`config.mk`:
```
export PLATFORM = sky130hd
export DESIGN_NAME = key_debounce
export DESIGN_NICKNAME = d
export VERILOG_FILES = /design/src/rtl/key_pkg.sv /design/src/rtl/sync_2ff.sv /design/src/rtl/key_debounce.sv
export SDC_FILE = /design/constraint.sdc
export NUM_CORES = 1
export LEC_CHECK = 0
export CORE_ASPECT_RATIO = 1.25
export CORE_MARGIN = 8
export CORE_UTILIZATION = 40
export CTS_BUF_LIST = sky130_fd_sc_hd__clkbuf_4
export DETAILED_ROUTE_END_ITERATION = 6
export DONT_BUFFER_PORTS = 1
export GPL_TIMING_DRIVEN = 0
export MAX_ROUTING_LAYER = met4
export PLACE_DENSITY_LB_ADDON = 0.25
export SYNTH_ARGS = -nofsm -noshare
export SYNTH_HDL_FRONTEND = slang
export SYNTH_HIERARCHICAL = 1
export SYNTH_SLANG_ARGS = --single-unit
```
`constraint.sdc`:
```
create_clock -name sys_clk -period 2.3 [get_ports sys_clk]
set_clock_uncertainty 0.15 [all_clocks]
set_input_delay 0.69 -clock sys_clk [delete_from_list [all_inputs] [get_ports sys_clk]]
set_output_delay 0.69 -clock sys_clk [all_outputs]
set_load 0.01 [all_outputs]
```
`src/rtl/key_pkg.sv`:
```
// Shared types and constants for the push-button debounce path.
package key_pkg;

    typedef enum logic [1:0] {
        ST_HI   = 2'd0,
        FILT_LO = 2'd1,
        ST_LO   = 2'd2,
        FILT_HI = 2'd3
    } key_state_t;

    localparam logic        KEY_RELEASED        = 1'b1;
    localparam int unsigned DEBOUNCE_CYCLES_50M = 1_000_000;

endpackage

```
`src/rtl/sync_2ff.sv`:
```
// Generic two-flop synchronizer for asynchronous board inputs; both stages reset to RST_VAL.
module sync_2ff #(
    parameter logic RST_VAL = 1'b0
) (
    input  logic clk,
    input  logic rst,
    input  logic d,
    output logic q
);

    logic meta;

    always_ff @(posedge clk) begin
        if (rst) begin
            meta <= RST_VAL;
            q    <= RST_VAL;
        end else begin
            meta <= d;
            q    <= meta;
        end
    end

endmodule

```
`src/rtl/key_debounce.sv`:
```
// Synchronizes and debounces the active-low push button; emits the debounced
// level, single-cycle press/release strobes and a press-toggled level.
module key_debounce
    import key_pkg::*;
#(
    parameter int unsigned DEBOUNCE_CYCLES = DEBOUNCE_CYCLES_50M
) (
    input  logic sys_clk,
    input  logic sys_rst,
    input  logic key,
    output logic key_out,
    output logic key_press,
    output logic key_release,
    output logic key_toggle
);

    localparam int unsigned CNT_W = $clog2(DEBOUNCE_CYCLES + 1);
    localparam logic [CNT_W-1:0] CNT_LAST = CNT_W'(DEBOUNCE_CYCLES - 1);

    logic             sync1;
    key_state_t       state, state_nxt;
    logic [CNT_W-1:0] cnt, cnt_nxt;
    logic             key_out_nxt, press_nxt, release_nxt, toggle_nxt;

    sync_2ff #(
        .RST_VAL (KEY_RELEASED)
    ) u_sync (
        .clk (sys_clk),
        .rst (sys_rst),
        .d   (key),
        .q   (sync1)
    );

    always_ff @(posedge sys_clk) begin
        if (sys_rst) begin
            state       <= ST_HI;
            cnt         <= '0;
            key_out     <= KEY_RELEASED;
            key_press   <= 1'b0;
            key_release <= 1'b0;
            key_toggle  <= 1'b0;
        end else begin
            state       <= state_nxt;
            cnt         <= cnt_nxt;
            key_out     <= key_out_nxt;
            key_press   <= press_nxt;
            key_release <= release_nxt;
            key_toggle  <= toggle_nxt;
        end
    end

    // A return to the stable level takes priority over acceptance on the last count.
    always_comb begin
        state_nxt   = state;
        cnt_nxt     = cnt;
        key_out_nxt = key_out;
        press_nxt   = 1'b0;
        release_nxt = 1'b0;
        toggle_nxt  = key_toggle;

        case (state)
            ST_HI: begin
                if (!sync1) begin
                    state_nxt = FILT_LO;
                    cnt_nxt   = CNT_W'(1);
                end
            end
            FILT_LO: begin
                if (sync1) begin
                    state_nxt = ST_HI;
                    cnt_nxt   = '0;
                end else if (cnt == CNT_LAST) begin
                    state_nxt   = ST_LO;
                    cnt_nxt     = '0;
                    key_out_nxt = ~KEY_RELEASED;
                    press_nxt   = 1'b1;
                    toggle_nxt  = ~key_toggle;
                end else begin
                    cnt_nxt = cnt + CNT_W'(1);
                end
            end
            ST_LO: begin
                if (sync1) begin
                    state_nxt = FILT_HI;
                    cnt_nxt   = CNT_W'(1);
                end
            end
            FILT_HI: begin
                if (!sync1) begin
                    state_nxt = ST_LO;
                    cnt_nxt   = '0;
                end else if (cnt == CNT_LAST) begin
                    state_nxt   = ST_HI;
                    cnt_nxt     = '0;
                    key_out_nxt = KEY_RELEASED;
                    release_nxt = 1'b1;
                end else begin
                    cnt_nxt = cnt + CNT_W'(1);
                end
            end
            default: begin
                state_nxt = ST_HI;
                cnt_nxt   = '0;
            end
        endcase
    end

endmodule
```
==> summary.txt, run 1 <==
Status
  – Status: finished, final reports clean

Global route
  – Largest net degree at the start of global routing: 15
  – Initial antenna violation count: 0
  – Total GRT Usage: approximately 11%
  – GRT overflow: 0
  – Vias in the first global route: about 1.2k
  – First-pass GRT wire length: about 5700 um

Cells and area
  – Multi-input logic area: 833 um^2
  – Fin nets: around 180
  – Area growth, synth to finish: 5.31%
  – Register cell area after layout: between 500 and 600 um^2
  – Filler-free cell count of the finished design: 211
  – Final Util: around 44%
  – Final Instance Area: approximately 0.0016 mm^2
  – Number of inserted diodes: 0
  – # fillers: roughly 350
  – Share of cells above drive strength 1: 14.5%

STA
  – Least-Margin Pin Slew: roughly 0.47 ns
  – Fin worst setup slack: about 0.22 ns
  – Peak Freq: about 0.48 GHz
  – RSZ-0062 raised after global routing: false
  – Final Hold Vio Count: 0
  – Max-slew headroom: 68.5%
  – Setup Viol. Count Final: 0
  – Max-slew violations: 0
  – Hold Slack: roughly 0.3 ns
  – Tcrit/Tclk final: between 90 and 100%
  – Min Clock Period, post-route: between 2 and 2.5 ns
  – Setup_tns: 0 ns

Critical path
  – Worst reg2reg endpoint: cnt[2]
  – Setup Crit Path Kind: flip-flop to flip-flop
  – RR Startpoint: cnt[0]
  – R2R cell count: 8
  – Buf/Inv on CP: 2
  – Worst EP required: roughly 2.4 ns
  – Critical Path Fanout Max: 10
  – Startpoint Class: flip-flop
  – Reg2reg setup slack: roughly 0.22 ns
  – Slowest Stage Delay on Critical Path: approximately 0.44 ns
  – CP Capture Type: flip-flop
  – Cell family with most CP delay: simple AND/OR/NAND/NOR gates
  – CP max-delay cell: dfxtp_1
  – Critical-path cell list: ha_2 -> and4_1 -> and4_1 -> a21oi_2 -> buf_6 -> buf_6 -> a21oi_1 -> a31oi_1
  – WP data arrival: roughly 2.2 ns

Power and ir drop
  – P_leak: approximately 0.54 nW
  – Power Density: between 400 and 500 mW/mm^2
  – Worst VDD drop: between 0.2 and 0.25 mV
  – Total chip power: 0.743 mW

Clocking
  – Root Buffer: clkbuf_4
  – Clock latency on the worst-skew pair: around 0.33 ns
  – Total CTS buffers: 3
  – Setup bufs post-CTS: 0
  – H-tree Lvls: 1
  – Max Root-Sink Buffers: 2
  – Post-cts sizing count: 0
  – CTS Sinks: 28
  – Worst-path clk slew: around 0.15 ns
  – CTS tree: yes
  – Hold buffers post-CTS: 0

Worst hold path
  – Hold endpoint: u_sync/q
  – HP Start: sys_rst
  – Hold path depth: 1
  – Min-delay worst type: primary input to flip-flop

Floorplan
  – Initial core utilization: between 40% and 50%
  – Die Area: just under 0.006 mm^2
  – Row Count: 24
  – Core Area: 0.00351 mm^2
  – Die X: ~70 um
  – # IOs: 7
  – Die Y: roughly 84 um

Logic synthesis
  – Ys flop type: dfxtp_1
  – Cells after synthesis: roughly 170
  – Yosys reg bits: 28
  – Syn nets: 173
  – Seq/Total Area, Yosys: ~38%
  – Async set or reset register ratio after synthesis: 0%
  – Syn Area/Cell: approximately 8.8 um^2
  – Area of the mapped netlist: around 0.0015 mm^2
  – Share of the synthesized area in the top cell type: between 30% and 40%
  – Yosys warns: 6
  – Post-synth EDFFs: 0
  – Synth area leaders: dfxtp_1, a21oi_1, nand2_1, a31oi_1, buf_6
  – Yosys top cell by area: dfxtp_1
  – Count leader, synth: dfxtp_1
  – Synth top cells by count: dfxtp_1, nand2_1, a21oi_1
  – Synth unique cells: 50

Placed design
  – DP Worst Slack: 0.0920 ns
  – Cell count after placement: around 210
  – Detailed placement HPWL: around 2300 um
  – PortBufs: 0
  – Placed Area: ~0.0015 mm^2
  – Routability cong.: 0.850

Job
  – Max Cap Violations: 0

Drt
  – DRT antenna net count: 0
  – DRT iter0 DRCs: 63
  – Vias: ~1.3k
  – Final wirelength: about 3300 um
  – Drt pass-1 iters: 4
  – Routed WL per cell: roughly 15 um
  – Via-to-Cell Ratio: 6.01
  – Drt drc: 0
==> routing by layer <==
layer / track usage, % / vias up / wire length [um]
li1: - / 640 / -
met1: 13.5 / 599 / 1520
met2: 18.6 / 22 / 1560
met3: 2.26 / 7 / 124
met4: 4.21 / 0 / 48
met5: - / - / 0
==> logic make-up (layout without fill, tap and decap cells) <==
kind of cell	after synthesis	after routing	synth area share, %
AND/OR/NAND/NOR	77	77	31.4
AO/OA/AOI/OAI	43	43	18.5
flip-flops	28	28	37.8
buffers and inverters	12	15	6.58
XOR/XNOR	5	5	2.95
multiplexers	3	3	2.02
adder cells (fa/ha/maj)	1	1	0.843
==> layout make-up <==
type | instances | area share (%)
well taps | 39 | 3.12
flip-flops and latches | 28 | 35.9
inverters | 3 | 0.721
plain buffers | 9 | 5.52
multi-input cells | 129 | 53.3
clock buffers | 3 | 1.44
==> worst max path at each step <==
stage               startpoint  endpoint  cells past startpoint
finish                  cnt[0]    cnt[2]                      8
global route            cnt[0]    cnt[8]                      8
CTS                     cnt[0]   cnt[18]                      6
detailed placement      cnt[0]   cnt[18]                      6
global placement        cnt[0]   cnt[18]                      6
floorplan               cnt[0]    cnt[4]                      7
==> cells in the final DEF (no fill, tap or decap), drive strengths merged <==
master  synthesis  final
dfxtp          28     28
nand2          21     21
a21oi          17     17
a31oi          10     10
nand3          10     10
nor3            8      8
buf             7      7
nor2            7      7
nand4           6      6
and3            5      5
clkbuf          2      5
or3             4      4
a22o            4      4
o21ai           4      4
xnor2           3      3
a41oi           3      3
mux2i           3      3
and4            3      3
inv             3      3
nor3b           2      2
xor2            2      2
or2             2      2
and4bb          2      2
nor4            1      1
nor4b           1      1
or4b            1      1
and2            1      1
a211o           1      1
o311a           1      1
nand4b          1      1
a211oi          1      1
o211ai          1      1
nand3b          1      1
a21o            1      1
nand2b          1      1
ha              1      1
==> sequential cells by signal (all words and copies together) (netlist names), named ones only <==
| signal | flops |
|---|---|
| cnt | 20 |
| key_out | 1 |
| key_press | 1 |
| key_release | 1 |
| key_toggle | 1 |
| state | 1 |
| u_sync/meta | 1 |
| u_sync/q | 1 |
==> power by group <==
group / total (mW) / switching (mW) / internal (mW)
clock: 0.208 / 0.147 / 0.0616
sequential: 0.499 / 0.00729 / 0.492
combinational: 0.0355 / 0.0211 / 0.0144
total: 0.743 / 0.175 / 0.568
==> worst register-to-register path: stages (launching register included) <==
cell and delay (ns):
dfxtp_1 0.44, ha_2 0.24, and4_1 0.26, and4_1 0.30
a21oi_2 0.10, buf_6 0.15, buf_6 0.14, a21oi_1 0.15
a31oi_1 0.05
Power figures use the tool's default switching activity.
==> run 2, diff against run 1 <==
clock period = 2.27 ns   (was 2.3 ns; I/O delays follow)
==> summary.txt, run 2 (same netlist as run 1, synthesis figures left out) <==
Critical path
  – Worst EP required: roughly 2.3 ns
  – Setup Crit Path Kind: flip-flop to flip-flop
  – Critical Path Fanout Max: 10
  – WP data arrival: roughly 2.1 ns
  – Startpoint Class: flip-flop
  – CP Capture Type: flip-flop

Clocking
  – Worst-path clk slew: approximately 0.15 ns
  – CTS tree: yes
  – Post-cts sizing count: 0
  – Hold buffers post-CTS: 0
  – Root Buffer: clkbuf_4
  – H-tree Lvls: 1
  – Setup bufs post-CTS: 0
  – Clock latency on the worst-skew pair: between 0.3 and 0.4 ns
  – Max Root-Sink Buffers: 2
  – Total CTS buffers: 3
  – CTS Sinks: 28

Placed design
  – Placed Area: around 0.0015 mm^2
  – Detailed placement HPWL: 2350 um
  – Cell count after placement: 208
  – Routability cong.: 0.850
  – PortBufs: 0

Drt
  – DRT antenna net count: 0
  – Routed wl met2: between 1500 and 2000 um
  – Routed WL per cell: 15.4 um
  – Met3 wire len: 91 um
  – Via-to-Cell Ratio: 5.93
  – DRT iter0 DRCs: 63
  – Vias: 1251
  – WL met1: 1550 um
  – Drt pass-1 iters: 4
  – Highest metal layer with signal wires: met4
  – Drt drc: 0
  – Final wirelength: between 3000 and 4000 um

Power and ir drop
  – Total chip power: between 0.7 and 0.8 mW
  – Worst VDD drop: 0.248 mV
  – Power Density: just under 500 mW/mm^2
  – P_leak: approximately 0.54 nW

Cells and area
  – Most common cell after layout, fill and taps aside: dfxtp_1
  – Register cell area after layout: around 560 um^2
  – Area growth, synth to finish: 5.40%
  – Final Util: between 40 and 50%
  – Fin nets: approximately 180
  – Final Instance Area: 0.00156 mm^2
  – Biggest register: cnt
  – Number of inserted diodes: 0
  – # fillers: between 300 and 400
  – Max FFs per register: 20
  – Commonest non-fill, non-tap cells in the layout: dfxtp_1, nand2_1, a21oi_1
  – Share of cells above drive strength 1: about 15%
  – Filler-free cell count of the finished design: approximately 210
  – Multi-input logic area: 833 um^2

STA
  – RSZ-0062 raised after global routing: false
  – Peak Freq: between 0.4 and 0.5 GHz
  – Final Hold Vio Count: 0
  – Tcrit/Tclk final: ~90%
  – Setup_tns: 0 ns
  – Setup Viol. Count Final: 0
  – Least-Margin Pin Slew: 0.463 ns
  – Max-slew headroom: 69.1%
  – Max-slew violations: 0
  – Min Clock Period, post-route: between 2 and 2.5 ns

Floorplan
  – Die Y: 84.1 um
  – # IOs: 7
  – Row Count: 24
  – Core Area: 0.00351 mm^2
  – Die Area: between 0.005 and 0.006 mm^2
  – Die X: 70.5 um
  – Initial core utilization: about 42%

Global route
  – Largest net degree at the start of global routing: 15
  – Vias in the first global route: 1233
  – Total GRT Usage: a little under an eighth
  – First-pass GRT wire length: 5670 um
  – Initial antenna violation count: 0
  – GRT overflow: 0

Worst hold path
  – Min-delay worst type: primary input to flip-flop

Status
  – Status: finished, final reports clean

Job
  – Max Cap Violations: 0
==> run 2: cell types whose count changed in the layout (fill, tap and decap cells not counted) <==
| cell | delta |
|---|---|
| dfxtp_1 | -1 |
| dfxtp_2 | +1 |
==> run 2: through the flow <==
step	hold WS, ns	setup WS (ns)
floorplan	0.235	0.409
global placement	0.254	0.118
detailed placement	0.275	0.0620
CTS	0.298	0.0480
global route	0.282	0.0324
finish	0.288	0.218
==> run 2: worst max-delay path, cell delays in order (launching register included) <==
cell and delay, ns:
dfxtp_1 0.41, ha_2 0.23, and4_1 0.26, and4_1 0.30, a21oi_2 0.10, buf_6 0.15, buf_6 0.14, a21oi_1 0.15
a31oi_1 0.05
==> run 2: worst paths after layout <==
path / from / endpoint / slack, ns / cells after the start
worst max-delay path: cnt[1] / cnt[2] / 0.22 / 8
worst min register to register: u_sync/meta / u_sync/q / 0.30 / 1
worst min-delay path: sys_rst / u_sync/q / 0.29 / 1
worst max register to register: cnt[1] / cnt[2] / 0.22 / 8
==> run 2: per-layer routing <==
metal	GRT usage, %	vias up
li1	-	641
met1	13.5	592
met2	18.6	13
met3	2.26	5
met4	4.21	0
met5	-	-
==> run 2: cell type report <==
class,instances,share of cell area [%]
multi-input combinational,129,53.3
sequential,28,35.9
buffer,9,5.52
tap,39,3.12
clock buffer,3,1.44
inverter,3,0.720
==> run 2: report_power, final <==
part	switching, mW	internal, mW
clock	0.148	0.0624
sequential	0.00736	0.498
combinational	0.0213	0.0146
total	0.177	0.575
